File: config.mk
export PLATFORM = sky130hd
export DESIGN_NAME = exe_stage_multislot
export DESIGN_NICKNAME = d
export VERILOG_FILES = /design/src/rtl/exe_stage_multislot.sv
export SDC_FILE = /design/constraint.sdc
export NUM_CORES = 2
export LEC_CHECK = 0
export CORE_MARGIN = 2
export CORE_UTILIZATION = 30
export DETAILED_ROUTE_END_ITERATION = 16
export GPL_TIMING_DRIVEN = 0
export HOLD_SLACK_MARGIN = 0.02
export MAX_ROUTING_LAYER = met4
export PLACE_DENSITY_LB_ADDON = 0.3
export RECOVER_POWER = 50
export SLEW_MARGIN = 20
export SYNTH_ARGS = -nofsm -noshare
export SYNTH_HDL_FRONTEND = slang
export SYNTH_SLANG_ARGS = --single-unit
File: constraint.sdc
create_clock -name CLK -period 7.3 [get_ports CLK]
set_input_delay 1.46 -clock CLK [delete_from_list [all_inputs] [get_ports CLK]]
set_output_delay 1.46 -clock CLK [all_outputs]
set_load 0.02 [all_outputs]
File: src/rtl/exe_stage_multislot.sv
// exe_stage_multislot: N-issue MIPS execute stage with operand forwarding, per-slot ALU,
// shared iterative MULTU/DIVU unit with HI/LO, and the EX/MEM pipeline register.
// Ports: CLK/RESET (sync, active-high)/FREEZE; per-slot packed operands, specifiers, alu_ctl,
// controls, MEM and WB writeback buses in; registered *_pr results/controls and md_stall out.
// Define EXE_FWD_WB_EN to let the WB bus forward; otherwise the WB ports are ignored.
module exe_stage_multislot #(
    parameter int DATA_W = 32,
    parameter int NSLOT  = 2,
    parameter int REG_AW = 5
) (
    input  logic                    CLK,
    input  logic                    RESET,
    input  logic                    FREEZE,
    input  logic [NSLOT*DATA_W-1:0] op_a,
    input  logic [NSLOT*DATA_W-1:0] op_b,
    input  logic [NSLOT-1:0]        alusrc,
    input  logic [NSLOT*REG_AW-1:0] ra_a,
    input  logic [NSLOT*REG_AW-1:0] ra_b,
    input  logic [NSLOT*5-1:0]      shamt,
    input  logic [NSLOT*4-1:0]      alu_ctl,
    input  logic [NSLOT*REG_AW-1:0] wr_reg,
    input  logic [NSLOT-1:0]        wr_en,
    input  logic [NSLOT-1:0]        mem_rd,
    input  logic [NSLOT-1:0]        mem_wr,
    input  logic [NSLOT-1:0]        mem_fwd_en,
    input  logic [NSLOT*REG_AW-1:0] mem_fwd_reg,
    input  logic [NSLOT*DATA_W-1:0] mem_fwd_data,
    input  logic [NSLOT-1:0]        wb_fwd_en,
    input  logic [NSLOT*REG_AW-1:0] wb_fwd_reg,
    input  logic [NSLOT*DATA_W-1:0] wb_fwd_data,
    output logic [NSLOT*DATA_W-1:0] alu_res_pr,
    output logic [NSLOT*DATA_W-1:0] store_pr,
    output logic [NSLOT*REG_AW-1:0] wr_reg_pr,
    output logic [NSLOT-1:0]        wr_en_pr,
    output logic [NSLOT-1:0]        mem_rd_pr,
    output logic [NSLOT-1:0]        mem_wr_pr,
    output logic                    md_stall
);
    localparam int CW = $clog2(DATA_W);
    localparam logic [3:0] OP_ADD = 4'd0, OP_SUB = 4'd1, OP_AND = 4'd2, OP_OR = 4'd3,
                           OP_XOR = 4'd4, OP_SLT = 4'd5, OP_SLL = 4'd6, OP_SRL = 4'd7,
                           OP_MFHI = 4'd8, OP_MFLO = 4'd9, OP_MULTU = 4'd10, OP_DIVU = 4'd11;

    typedef enum logic [1:0] {IDLE, BUSY, DONE} state_t;
    state_t state, state_n;

    logic [DATA_W-1:0] fa [NSLOT];
    logic [DATA_W-1:0] fb [NSLOT];
    logic [DATA_W-1:0] fs [NSLOT];
    logic [DATA_W-1:0] res [NSLOT];
    logic [NSLOT-1:0]  is_md, is_mf;
    logic [REG_AW-1:0] ra, rb;
    logic [3:0]        ctl;
    logic [4:0]        sa;
    logic [DATA_W-1:0] hi, lo, md_a, md_b, md_d;
    logic              md_div, md_go, dge;
    logic [CW-1:0]     cnt;
    logic [DATA_W:0]   msum, dsh;

`ifndef EXE_FWD_WB_EN
    logic unused_wb;
    assign unused_wb = ^{wb_fwd_en, wb_fwd_reg, wb_fwd_data};
`endif

    // Forwarding stages are applied oldest-first so later assignments take priority:
    // WB, then MEM, then our own EX/MEM register; ascending slot order lets the youngest win.
    always_comb begin
        ra = '0;
        rb = '0;
        ctl = '0;
        sa = '0;
        is_md = '0;
        is_mf = '0;
        for (int s = 0; s < NSLOT; s++) begin
            ra = ra_a[s*REG_AW +: REG_AW];
            rb = ra_b[s*REG_AW +: REG_AW];
            ctl = alu_ctl[s*4 +: 4];
            sa = shamt[s*5 +: 5];
            fa[s] = op_a[s*DATA_W +: DATA_W];
            fs[s] = op_b[s*DATA_W +: DATA_W];
`ifdef EXE_FWD_WB_EN
            for (int k = 0; k < NSLOT; k++) begin
                if (wb_fwd_en[k] && ra != '0 && wb_fwd_reg[k*REG_AW +: REG_AW] == ra) fa[s] = wb_fwd_data[k*DATA_W +: DATA_W];
                if (wb_fwd_en[k] && rb != '0 && wb_fwd_reg[k*REG_AW +: REG_AW] == rb) fs[s] = wb_fwd_data[k*DATA_W +: DATA_W];
            end
`endif
            for (int k = 0; k < NSLOT; k++) begin
                if (mem_fwd_en[k] && ra != '0 && mem_fwd_reg[k*REG_AW +: REG_AW] == ra) fa[s] = mem_fwd_data[k*DATA_W +: DATA_W];
                if (mem_fwd_en[k] && rb != '0 && mem_fwd_reg[k*REG_AW +: REG_AW] == rb) fs[s] = mem_fwd_data[k*DATA_W +: DATA_W];
            end
            for (int k = 0; k < NSLOT; k++) begin
                if (wr_en_pr[k] && ra != '0 && wr_reg_pr[k*REG_AW +: REG_AW] == ra) fa[s] = alu_res_pr[k*DATA_W +: DATA_W];
                if (wr_en_pr[k] && rb != '0 && wr_reg_pr[k*REG_AW +: REG_AW] == rb) fs[s] = alu_res_pr[k*DATA_W +: DATA_W];
            end
            fb[s] = alusrc[s] ? op_b[s*DATA_W +: DATA_W] : fs[s];
            is_md[s] = ctl == OP_MULTU || ctl == OP_DIVU;
            is_mf[s] = ctl == OP_MFHI || ctl == OP_MFLO;
            case (ctl)
                OP_ADD:  res[s] = fa[s] + fb[s];
                OP_SUB:  res[s] = fa[s] - fb[s];
                OP_AND:  res[s] = fa[s] & fb[s];
                OP_OR:   res[s] = fa[s] | fb[s];
                OP_XOR:  res[s] = fa[s] ^ fb[s];
                OP_SLT:  res[s] = {{(DATA_W-1){1'b0}}, $signed(fa[s]) < $signed(fb[s])};
                OP_SLL:  res[s] = fb[s] << sa;
                OP_SRL:  res[s] = fb[s] >> sa;
                OP_MFHI: res[s] = hi;
                OP_MFLO: res[s] = lo;
                default: res[s] = '0;
            endcase
        end
    end

    // While a stalled op waits to be re-presented the whole bundle becomes a bubble.
    always_ff @(posedge CLK) begin
        if (RESET) begin
            alu_res_pr <= '0;
            store_pr <= '0;
            wr_reg_pr <= '0;
            wr_en_pr <= '0;
            mem_rd_pr <= '0;
            mem_wr_pr <= '0;
        end else if (!FREEZE) begin
            for (int s = 0; s < NSLOT; s++) begin
                alu_res_pr[s*DATA_W +: DATA_W] <= res[s];
                store_pr[s*DATA_W +: DATA_W] <= fs[s];
            end
            wr_reg_pr <= wr_reg;
            wr_en_pr <= md_stall ? '0 : wr_en & ~is_md;
            mem_rd_pr <= md_stall ? '0 : mem_rd;
            mem_wr_pr <= md_stall ? '0 : mem_wr;
        end
    end

    assign md_go = state == IDLE && !FREEZE && is_md[0];

    always_ff @(posedge CLK) state <= RESET ? IDLE : state_n;

    always_comb begin
        state_n = state;
        case (state)
            IDLE:    state_n = md_go ? BUSY : IDLE;
            BUSY:    state_n = cnt == CW'(DATA_W-1) ? DONE : BUSY;
            default: state_n = IDLE;
        endcase
    end

    always_comb md_stall = state != IDLE && |(is_md | is_mf);

    // md_a is the running high half / partial remainder, md_b the multiplier / quotient,
    // so DONE writes HI/LO identically for both operations.
    assign msum = {1'b0, md_a} + (md_b[0] ? {1'b0, md_d} : '0);
    assign dsh = {md_a, md_b[DATA_W-1]};
    assign dge = dsh >= {1'b0, md_d};

    always_ff @(posedge CLK) begin
        if (RESET) begin
            hi <= '0;
            lo <= '0;
            md_a <= '0;
            md_b <= '0;
            md_d <= '0;
            md_div <= 1'b0;
            cnt <= '0;
        end else if (md_go) begin
            md_div <= alu_ctl[3:0] == OP_DIVU;
            md_a <= '0;
            md_b <= alu_ctl[3:0] == OP_DIVU ? fa[0] : fb[0];
            md_d <= alu_ctl[3:0] == OP_DIVU ? fb[0] : fa[0];
            cnt <= '0;
        end else if (state == BUSY) begin
            cnt <= cnt + 1'b1;
            if (md_div) begin
                md_a <= dge ? dsh[DATA_W-1:0] - md_d : dsh[DATA_W-1:0];
                md_b <= {md_b[DATA_W-2:0], dge};
            end else begin
                {md_a, md_b} <= {msum, md_b[DATA_W-1:1]};
            end
        end else if (state == DONE) begin
            hi <= md_a;
            lo <= md_b;
        end
    end
endmodule

==> flow_summary.toml <==
[outcome]
status = "finished with violations"
violations = "capacitance limit, slew limit, setup timing"

[critical_path]
start_kind = "input port"
cp_max_fo = 10
cpPeakStageDelay_ps = 930
crit_top_cell = "o21ai_1"
cp_data_required_time_ps = 7860
worstReg2RegEnd = "alu_res_pr[29]"
worstPathArrival_ps = 7990
worst-setup-path-type = "input port to flop"
r2r_slack_ps = 120
path_cells = "clkdlybuf4s15_2, xnor2_1, and4_1, clkbuf_1, clkbuf_2, nand4_1, a311oi_1, o21ai_1, ha_1, nand2b_1, nor2_1, a221oi_1, o221ai_1, a2111oi_1, o2111a_1, o31ai_1, a222oi_1, o21ai_1"
regToRegStartpoint = "wr_reg_pr[0]"
end_kind = "flop"
reg2reg_depth = 22
critPathSlowestCell = "a311oi_1"

[logic_synthesis]
ys_types = 98
syn_area_um2 = 41000
synth.avg_cell_area_um2 = 6.89
synth-seq-cells = 312
synth_flop_cell = "dfxtp_1"
synth_edf_count = 0
synth_common_cells = "nor2_1, nand2_1, a21oi_1, clkbuf_1, o21ai_0"
synth_nets = 6555
yosysWarningCount = 0
async_flop_share = 0
syn-instance-count = 5952
seq_area_frac_synth = 0.152
synthTopCellsByArea = "dfxtp_1, ha_1, mux2i_1, nor2_1, a21oi_1"
synth_top_area_share = 0.152
yosysMostFrequentCell = "nor2_1"
synth_top_area_cell = "dfxtp_1"

[run]
maxCapViolations = 1

[floorplan]
die-area_um2 = 140000
die_y_um = 374
initial_core_util = 0.303
die_x_um = 374
coreArea_um2 = 136000
ioPinCount = 484
rows = 135

[route]
wire_per_inst_um = 41.7
drt_iter0_drc = 8521
ant_nets = 0
vias = 55400
drc = 0
drt-total-wl_mm = 345
firstDrtPassIters = 6
via_per_inst = 6.70

[sta]
setup_ws_ps = -132
rsz0062_at_grt = "true"
max-slew-margin-rel = -0.0987
maxSlewViolCount = 9
fin_skew_ps = 49.9
fin_crit_sh = 1.02
finalSetupViolations = 5
worst_pin_slew_ps = 1650
period_minus_slack_ps = 7430
fin_tns_setup_ps = -360
whs_ps = 475
finalHoldViolations = 0
max_freq_mhz = 135

[placed_design]
place_congestion = 1.11
place_area_um2 = 47500
port_buffers = 369
hpwl_mm = 277

[global_routing]
grt_usage = 0.484
grt_pass1_wl_mm = 455
grt_max_degree = 15
grt_pass1_vias = 50500
antenna_found_initial = 45
grt-ovfl-total = 0

[cells_and_area]
syn2layout_area_growth_pct = 22.6
post-route-util = 0.371
fin_nets = 7019
final_area_um2 = 50300
drive_above_1_share = 0.0840

[cts]
clock-sinks = 312
cts_tree = "yes"
clock-root-buffer = "clkbuf_16"
clk_path_buf_depth = 3
cts_buffers = 45
cts_hold_buf = 0
clk_transition_reported_paths_ps = 70
clkLatencyLatePin_ps = 700
htreeDepth = 2

[worst_hold_path]
hold_path_class = "flop to flop"
min_from = "cnt[4]"
worstHoldPathCells = 2
min_to = "cnt[4]"

[power_and_ir_drop]
p_per_area_nw_per_um2 = 168
p_total_mw = 8.43
vdd_drop_max_mv = 0.201
leakage_nw = 18.8
## critical path, delay by kind of cell
family,cells,cell delay (ps)
AND/OR/NAND/NOR,4,580
XOR/XNOR,1,280
adder cells (fa/ha/maj),1,580
AO/OA/AOI/OAI,9,4050
buffers and inverters,3,1010
## worst max-delay path by stage
stage | startpoint | slack (ps) | end | depth (start not counted)
2_1_floorplan | ra_a[7] | 510 | alu_res_pr[61] | 22
3_3_place_gp | mem_fwd_reg[2] | -4090 | alu_res_pr[29] | 23
3_5_place_dp | mem_fwd_reg[0] | -3180 | alu_res_pr[61] | 22
4_1_cts | ra_b[9] | 0.01 | alu_res_pr[63] | 22
5_1_grt | mem_fwd_reg[0] | -60 | alu_res_pr[62] | 24
6_report | mem_fwd_reg[2] | -130 | alu_res_pr[63] | 18
## registers in the layout, summed over array words and instances, names as in the netlist, 5 cells and up
signal      flops
store_pr       64
alu_res_pr     64
hi             32
lo             32
wr_reg_pr      10
md_a           32
cnt             5
md_d           32
md_b           32
## area by class of cell
class                           instances  area, µm²
Inverter                              251        948
Clock buffer                           55       1210
Antenna cell                           37       92.6
Multi-Input combinational cell       4833      32600
Buffer                                547       2300
Clock inverter                         27        359
Sequential cell                       312       6250
Tap cell                             1781       2230
Fill cell                           14800      85300
Timing Repair Buffer                  426       4260
## cell usage in the layout (no fill, tap or decap), types with 174 or more instances in the layout
cell type / synthesis / layout
nor2_1: 702 / 698
nand2_1: 614 / 613
a21oi_1: 522 / 498
clkbuf_1: 427 / 378
o21ai_0: 373 / 339
dfxtp_1: 312 / 312
mux2i_1: 275 / 268
clkdlybuf4s50_1: 0 / 263
ha_1: 258 / 256
inv_1: 239 / 237
a211oi_1: 227 / 220
nor3_1: 179 / 174
## report_power, final
part	leakage [nW]	total [mW]	switching (mW)	internal (mW)
combinational	15.5	3.99	2.77	1.22
sequential	2.54	1.96	0.194	1.77
clock	0.766	2.48	1.10	1.38
total	18.8	8.43	4.06	4.37
## through the flow
stage / setup WS, ps / instances
after global routing: -58.8 / 8266
after global placement: -4090 / 8102
after CTS: 0.0124 / 8226
final: -132 / 8269
after detailed placement: -3180 / 8130
after floorplan: 511 / 5952
## layer usage
layer,part of all wire,vias up,wire length (µm),GRT usage
li1,-,22900,-,-
met1,0.38,27100,131000,0.572
met2,0.42,4184,143000,0.690
met3,0.11,1157,38100,0.138
met4,0.094,0,32300,0.367
met5,0,-,0,-
## what timing repair did
action | in CTS | in global routing
pin swaps | 10 | 12
setup buffers | 19 | 9
setup endpoints to repair | 59 | 34
gates resized for setup | 165 | 107
## cell families after synthesis
family                   count (synthesis)  synth area share
AO/OA/AOI/OAI                         2130             0.349
XOR/XNOR                               152            0.0324
adder cells (fa/ha/maj)                264            0.0816
buffers and inverters                  807            0.0778
flip-flops                             312             0.152
multiplexers                           347            0.0957
AND/OR/NAND/NOR                       1940             0.211
No activity file was read; power rests on OpenSTA's default activity.
